$ cat src/rtl/mem_bus_arbiter.sv
// mem_bus_arbiter: shares one Avalon memory master between instruction fetch
// and the load/store stage. One request at a time; a 1-cycle done pulse returns
// completion (and read data) to the port that was served.
//
// Ports
//   clk, reset                 rising-edge clock, synchronous active-high reset
//   if_req/if_addr             fetch request (held until if_done)
//   if_done/if_rdata           fetch completion pulse and fetched word
//   d_read/d_write/d_addr      data request (held until d_done)
//   d_wdata/d_byteenable       store data and byte lanes
//   d_done/d_rdata             data completion pulse and load data
//   avm_*                      Avalon master (address/read/write/writedata/
//                              byteenable out; waitrequest/readdata in)
//   bus_err                    sticky flag: a waitrequest stall timed out
//
// Configuration
//   ARB_ROUND_ROBIN_EN  defined: ties alternate against last_grant.
//                       undefined: data always wins a tie.
module mem_bus_arbiter #(
  parameter int unsigned ADDR_W  = 32,
  parameter int unsigned DATA_W  = 32,
  parameter int unsigned TIMEOUT = 0
) (
  input  logic                clk,
  input  logic                reset,
  input  logic                if_req,
  input  logic [ADDR_W-1:0]   if_addr,
  output logic                if_done,
  output logic [DATA_W-1:0]   if_rdata,
  input  logic                d_read,
  input  logic                d_write,
  input  logic [ADDR_W-1:0]   d_addr,
  input  logic [DATA_W-1:0]   d_wdata,
  input  logic [DATA_W/8-1:0] d_byteenable,
  output logic                d_done,
  output logic [DATA_W-1:0]   d_rdata,
  output logic [ADDR_W-1:0]   avm_address,
  output logic                avm_read,
  output logic                avm_write,
  output logic [DATA_W-1:0]   avm_writedata,
  output logic [DATA_W/8-1:0] avm_byteenable,
  input  logic                avm_waitrequest,
  input  logic [DATA_W-1:0]   avm_readdata,
  output logic                bus_err
);

  localparam int unsigned BE_W   = DATA_W / 8;
  localparam int unsigned CNT_W  = (TIMEOUT > 1) ? $clog2(TIMEOUT) : 1;
  localparam int unsigned TO_LIM = (TIMEOUT > 1) ? TIMEOUT - 1 : 0;

  typedef enum logic [1:0] {IDLE, ISSUE, RESP} state_t;
  typedef enum logic {FETCH = 1'b0, DATA = 1'b1} port_t;

  state_t            state, state_n;
  port_t             gnt, gnt_n;
`ifdef ARB_ROUND_ROBIN_EN
  port_t             last_grant, last_grant_n;
`endif
  logic [CNT_W-1:0]  wait_cnt, wait_cnt_n;
  logic [ADDR_W-1:0] avm_address_n;
  logic              avm_read_n, avm_write_n;
  logic [DATA_W-1:0] avm_writedata_n;
  logic [BE_W-1:0]   avm_byteenable_n;
  logic              if_done_n, d_done_n, bus_err_n;
  logic              resp_rd, resp_rd_n, resp_to, resp_to_n;
  logic [DATA_W-1:0] if_rdata_q, if_rdata_q_n, d_rdata_q, d_rdata_q_n;
  logic [DATA_W-1:0] resp_val;
  logic              want_f, want_d, pick_d, accept, time_out;

  // Read data arrives the cycle after accept, i.e. in the done cycle, so it is
  // forwarded straight through while done is high and held in a register after.
  assign resp_val = resp_to ? '0 : avm_readdata;
  assign if_rdata = if_done ? resp_val : if_rdata_q;
  assign d_rdata  = (d_done && (resp_rd || resp_to)) ? resp_val : d_rdata_q;

  // Next-state and next-output logic
  always_comb begin
    state_n          = state;
    gnt_n            = gnt;
`ifdef ARB_ROUND_ROBIN_EN
    last_grant_n     = last_grant;
`endif
    wait_cnt_n       = wait_cnt;
    avm_address_n    = avm_address;
    avm_read_n       = avm_read;
    avm_write_n      = avm_write;
    avm_writedata_n  = avm_writedata;
    avm_byteenable_n = avm_byteenable;
    if_done_n        = 1'b0;
    d_done_n         = 1'b0;
    bus_err_n        = bus_err;
    resp_rd_n        = resp_rd;
    resp_to_n        = resp_to;
    if_rdata_q_n     = if_rdata_q;
    d_rdata_q_n      = d_rdata_q;

    accept   = (avm_read | avm_write) & ~avm_waitrequest;
    time_out = (TIMEOUT > 0) && avm_waitrequest && (wait_cnt == CNT_W'(TO_LIM));

    // The port whose done is pulsing this cycle may not win again yet.
    want_f = if_req & ~(state == RESP && gnt == FETCH);
    want_d = (d_read | d_write) & ~(state == RESP && gnt == DATA);
`ifdef ARB_ROUND_ROBIN_EN
    pick_d = want_d & (~want_f | (last_grant == FETCH));
`else
    pick_d = want_d;
`endif

    if (if_done) if_rdata_q_n = resp_val;
    if (d_done && (resp_rd || resp_to)) d_rdata_q_n = resp_val;

    case (state)
      IDLE, RESP: begin
        state_n = IDLE;
        if (want_f || want_d) begin
          state_n    = ISSUE;
          gnt_n      = pick_d ? DATA : FETCH;
`ifdef ARB_ROUND_ROBIN_EN
          last_grant_n = gnt_n;
`endif
          wait_cnt_n = '0;
          if (pick_d) begin
            avm_address_n    = d_addr;
            avm_writedata_n  = d_wdata;
            avm_byteenable_n = d_byteenable;
            avm_read_n       = d_read;
            avm_write_n      = d_write & ~d_read;
          end else begin
            avm_address_n    = if_addr;
            avm_writedata_n  = '0;
            avm_byteenable_n = '1;
            avm_read_n       = 1'b1;
            avm_write_n      = 1'b0;
          end
        end
      end
      ISSUE: begin
        if (accept || time_out) begin
          state_n     = RESP;
          avm_read_n  = 1'b0;
          avm_write_n = 1'b0;
          if_done_n   = (gnt == FETCH);
          d_done_n    = (gnt == DATA);
          resp_rd_n   = avm_read;
          resp_to_n   = time_out;
          if (time_out) bus_err_n = 1'b1;
        end else if (avm_waitrequest) begin
          wait_cnt_n = wait_cnt + CNT_W'(1);
        end
      end
      default: state_n = IDLE;
    endcase
  end

  // State and output registers
  always_ff @(posedge clk) begin
    if (reset) begin
      state          <= IDLE;
      gnt            <= FETCH;
`ifdef ARB_ROUND_ROBIN_EN
      last_grant     <= FETCH;
`endif
      wait_cnt       <= '0;
      avm_address    <= '0;
      avm_read       <= 1'b0;
      avm_write      <= 1'b0;
      avm_writedata  <= '0;
      avm_byteenable <= '0;
      if_done        <= 1'b0;
      d_done         <= 1'b0;
      bus_err        <= 1'b0;
      resp_rd        <= 1'b0;
      resp_to        <= 1'b0;
      if_rdata_q     <= '0;
      d_rdata_q      <= '0;
    end else begin
      state          <= state_n;
      gnt            <= gnt_n;
`ifdef ARB_ROUND_ROBIN_EN
      last_grant     <= last_grant_n;
`endif
      wait_cnt       <= wait_cnt_n;
      avm_address    <= avm_address_n;
      avm_read       <= avm_read_n;
      avm_write      <= avm_write_n;
      avm_writedata  <= avm_writedata_n;
      avm_byteenable <= avm_byteenable_n;
      if_done        <= if_done_n;
      d_done         <= d_done_n;
      bus_err        <= bus_err_n;
      resp_rd        <= resp_rd_n;
      resp_to        <= resp_to_n;
      if_rdata_q     <= if_rdata_q_n;
      d_rdata_q      <= d_rdata_q_n;
    end
  end

endmodule

$ cat config.mk
export PLATFORM = sky130hd
export DESIGN_NAME = mem_bus_arbiter
export DESIGN_NICKNAME = d
export VERILOG_FILES = /design/src/rtl/mem_bus_arbiter.sv
export SDC_FILE = /design/constraint.sdc
export NUM_CORES = 1
export LEC_CHECK = 0
export ABC_AREA = 0
export ABC_CLOCK_PERIOD_IN_PS = 1870
export BUFFER_PORTS_ARGS = -buffer_cell sky130_fd_sc_hd__buf_4
export CAP_MARGIN = 20
export CORE_UTILIZATION = 41
export CTS_CLUSTER_SIZE = 40
export DETAILED_ROUTE_END_ITERATION = 7
export GPL_ROUTABILITY_DRIVEN = 0
export GPL_TIMING_DRIVEN = 1
export PLACE_DENSITY_LB_ADDON = 0.08
export SKIP_LAST_GASP = 1
export SYNTH_ARGS = -nofsm -noshare
export SYNTH_HDL_FRONTEND = slang
export SYNTH_SLANG_ARGS = --single-unit
export TNS_END_PERCENT = 20
$ cat constraint.sdc
create_clock -name clk -period 1.87 [get_ports clk]
set_clock_uncertainty 0.2 [all_clocks]
set_input_delay 0.2805 -clock clk [delete_from_list [all_inputs] [get_ports clk]]
set_output_delay 0.2805 -clock clk [all_outputs]
set_load 0.1 [all_outputs]
# Word-level counts from Yosys, hierarchy flattened
# Cells that the tools add are included.
# word_totals
word_cells	56
in_bits	138
out_inout_bits	137
reg_bits	140
# classes
eq_ne	4
bitwise	13
n_mux	16
n_reduce_logical	11
# op_table
operator	count
$mux W32	4
$mux W1	7
$not A1 Y1	7
$and A1 B1 Y1	4
$mux W4	1
$ne A2 B2 Y1 const B	2
$pmux W1 S2	2
$pmux W2 S2	1
$reduce_and A2 Y1	2
$logic_and A1 B1 Y1	3
$reduce_and A3 Y1	1
$reduce_or A3 Y1	1
$eq A2 B1 Y1 const B	1
$eq A2 B2 Y1 const B	1
$logic_not A2 Y1	1
$mux W2	1
$or A1 B1 Y1	2
$reduce_bool A2 Y1	1
$reduce_or A2 Y1	1
$logic_or A1 B1 Y1	1

# Depth between registers and ports, before layout
# logic_depth
word_depth	7
depth_mapped	7
ltp_nobuf	4

# Worst setup path after synthesis
# OpenSTA, ideal clock, no wires.
# synth_path
path_kind	flip-flop to flip-flop
startpoint	register if_done
endpoint	register if_rdata_q[25]
arrival_ns	2.337
period_less_slack_ns	2.665
required_ns	1.542
path_stages_with_launch	5
setup_slack_ns	-0.795
setup_ns	0.128
n_path_buf	2
path_cell_list	dfxtp_1 -> clkbuf_1 -> buf_1 -> mux2_2 -> nor2b_1
# synth_via
elab_chain_cells	1
# synth_rtl
item	line_no	source
from (decl)	28	output logic if_done,
from (signal assigned)	188	if_done <= if_done_n;
$mux W32	n/a	
named net if_rdata[25]	29	output logic [DATA_W-1:0] if_rdata,
to (signal assigned)	193	if_rdata_q <= if_rdata_q_n;
to (decl)	66	logic [DATA_W-1:0] if_rdata_q, if_rdata_q_n, d_rdata_q, d_rdata_q_n;
# The timed path passes the listed nets, and every way through them passes these cells.
# A chain may end at the register's enable or synchronous reset.

# Worst setup path in the final report
# layout_path
startpoint	register d_done
endpoint	output port d_rdata[30]
# layout_via
elab_chain_cells	2
# layout_rtl
item	line_no	source
from (decl)	35	output logic d_done,
from (signal assigned)	189	d_done <= d_done_n;
$logic_and A1 B1 Y1	74	assign d_rdata = (d_done && (resp_rd || resp_to)) ? resp_val : d_rdata_q;
$mux W32	n/a	
to (decl)	36	output logic [DATA_W-1:0] d_rdata,
# No other way between the ends.

==> flow_summary.toml <==
[outcome]
status = "finished, violations left"
violations = "setup timing"

[yosys]
ys_seq_area_frac = 0.512
ys_ff_latch = 140
syn_area_um2 = 5470
syn_area_per_cell_um2 = 9.96
yosys_warnings = 0
synth_nets = 687
synthDistinctLibCells = 30
postSynthCellCount = 549

[timing]
fmax_mhz = 490
setup_slack_ns = -0.169
max_slew_margin = 0.654
holdWs_ns = 0.0155
hold_violations = 0
worstMarginPinSlew_ns = 0.519
setup_viol = 67
final.period_utilization = 1.09
rsz0062_at_grt = "true"
fin_crit_ns = 2.04
maxSlewViolCount = 0

[critical_path]
path_max_fanout = 6
critical_path_class = "reg -> out"
reg2reg_slack_ns = -0.06
end_kind = "output pin"
cp-start-kind = "flip-flop"
critPathArrivalTime_ns = 1.56
required_ns = 1.39

[drt]
drt_first_pass_iters = 5
drt_iter0_drc = 289
avgRoutedWirePerCell_um = 16.6
routed_wirelength_um = 18000
num_vias = 5405
antenna_left = 0
vias_per_cell = 4.99
drcViolationCount = 0

[power_and_ir_drop]
p_leak_uw = 0.00452
vdd_drop_max_uv = 661
power.density_nw_per_um2 = 912
seq_power_share = 0.362
switching_share = 0.334
p_total_uw = 8940
combPwrFrac = 0.273
power_switching_uw = 2980
clkPwrFrac = 0.365
internal-power_uw = 5950

[global_route]
grt_pass1_vias = 5577
grt-ovfl-total = 0
grt_first_pass_wirelength_um = 28200
antenna_found_initial = 0
grt_start_max_net_pins = 42
grt_usage = 0.256

[finish]
area_growth_pct = 79.2
final_common_cell = "buf_4"
final_nets = 1037
final_cell_mix = "buf_4 (250), dfxtp_1 (135), dlygate4sd3_1 (78)"
antenna_cells = 0
drive_gt1_frac = 0.443
n_fill_cell = 819

[clock_tree]
clockBufferDepth = 2
numClockSinks = 140
htreeDepth = 4
clockRootBuffer = "clkbuf_16"
cts_tree = "built"
numCtsBuffers = 17
clkTransAtPathRegs_ns = 0.05
clock_latency_ns = 0.41

[floorplan]
start_util = 0.426
coreArea_um2 = 12800
fp.dieH_um = 117
pin_count = 275
die_x_um = 117
rows = 41
die_area_um2 = 13800

[run]
max_cap_viol_count = 0

[min_path]
hp-class = "in -> reg"

[placement]
dp_hpwl_um = 11100
port_buffers = 273
[final timing paths]
| path | from | end | cells past startpoint |
|---|---|---|---|
| min reg2reg | avm_write | avm_write | 2 |
| max reg2reg | gnt | avm_address[27] | 5 |
| min | d_addr[24] | avm_address[24] | 3 |
| max | d_done | d_rdata[30] | 4 |
[final cells by class]
type / count / area, um^2 / area share
Timing Repair Buffer: 377 / 3540 / 0.362
Clock buffer: 23 / 488 / 0.0498
Inverter: 2 / 7.51 / 0.000766
Tap cell: 172 / 215 / 0.0220
Clock inverter: 8 / 90.1 / 0.00919
Multi-Input combinational cell: 361 / 2640 / 0.269
Sequential cell: 140 / 2820 / 0.287
[per-stage QoR]
step,area [um^2],setup slack (ns),std cells,setup TNS [ns],util
finish,9800,-0.169,1083,-9.52,0.764
global route,9800,-0.213,1083,-13.29,0.764
global placement,7980,-0.00402,969,-0.00402,0.622
CTS,9640,-0.193,1080,-10.69,0.752
detailed placement,7980,-0.0316,969,-0.152,0.622
floorplan,5740,-0.174,549,-9.98,-
[cells by family after synthesis]
kind of cell	count (synthesis)	synth area share
flops	140	0.512
other cells	1	0.000686
simple gates	188	0.170
buf+inv	48	0.0540
mux	65	0.134
compound gates	107	0.130
[registers in the layout (all words and copies together), names as in the netlist]
name / cells
avm_byteenable: 4
d_done: 1
avm_writedata: 32
avm_write: 1
gnt: 1
resp_rd: 1
d_rdata_q: 32
avm_read: 1
avm_address: 32
if_rdata_q: 32
state: 2
if_done: 1
[what timing repair did]
item	4_1_cts	5_1_grt
hold endpoints to repair	70	0
hold buffers	78	0
cloned	1	1
endpoints found under the setup margin	64	99
pin swaps	1	1
resized for setup	69	26
setup buffers	1	2
[cell usage after synthesis]
cell type | instances | area (um^2)
a211o_1 | 1 | 8.76
a211oi_1 | 33 | 248
a21oi_1 | 36 | 180
a22oi_1 | 32 | 240
a31o_2 | 1 | 8.76
a31oi_1 | 1 | 6.26
and2_1 | 1 | 6.26
and4_4 | 1 | 11.3
buf_1 | 6 | 22.5
buf_12 | 2 | 40.0
buf_4 | 3 | 22.5
buf_6 | 8 | 90.1
clkbuf_1 | 24 | 90.1
clkbuf_4 | 3 | 22.5
conb_1 | 1 | 3.75
dfxtp_1 | 140 | 2800
inv_1 | 2 | 7.51
mux2_2 | 64 | 721
mux2i_1 | 1 | 10.0
nand2_1 | 33 | 124
nand3_1 | 2 | 10.0
nand3b_1 | 2 | 15.0
nand4_4 | 1 | 21.3
nor2_1 | 75 | 282
nor2b_1 | 64 | 400
nor3_1 | 5 | 25.0
o21ai_0 | 2 | 10.0
o21bai_1 | 1 | 7.51
or3_1 | 3 | 18.8
or4b_4 | 1 | 13.8
[per-layer routing]
| layer | vias to the layer above | global-route usage | part of all wire |
|---|---|---|---|
| met5 | - | 0 | 0 |
| met4 | 0 | 0.134 | 0.038 |
| met3 | 52 | 0.0828 | 0.070 |
| met2 | 251 | 0.434 | 0.49 |
| met1 | 2521 | 0.287 | 0.40 |
| li1 | 2581 | - | - |
[power groups by stage]
stage	combinational, uW	clock [uW]	sequential, uW
2_1_floorplan	642	0	4320
3_3_place_gp	2250	0	3290
3_5_place_dp	2270	0	3300
4_1_cts	2410	3320	3240
5_1_grt	2530	3450	3260
6_report	2440	3260	3240
[worst max-delay path: stages (launching register included)]
cell and delay, ns:
dfxtp_4 0.36, nand2_8 0.13, clkbuf_16 0.17, mux2_4 0.32, buf_12 0.17
(Power assumes the default switching activity.)
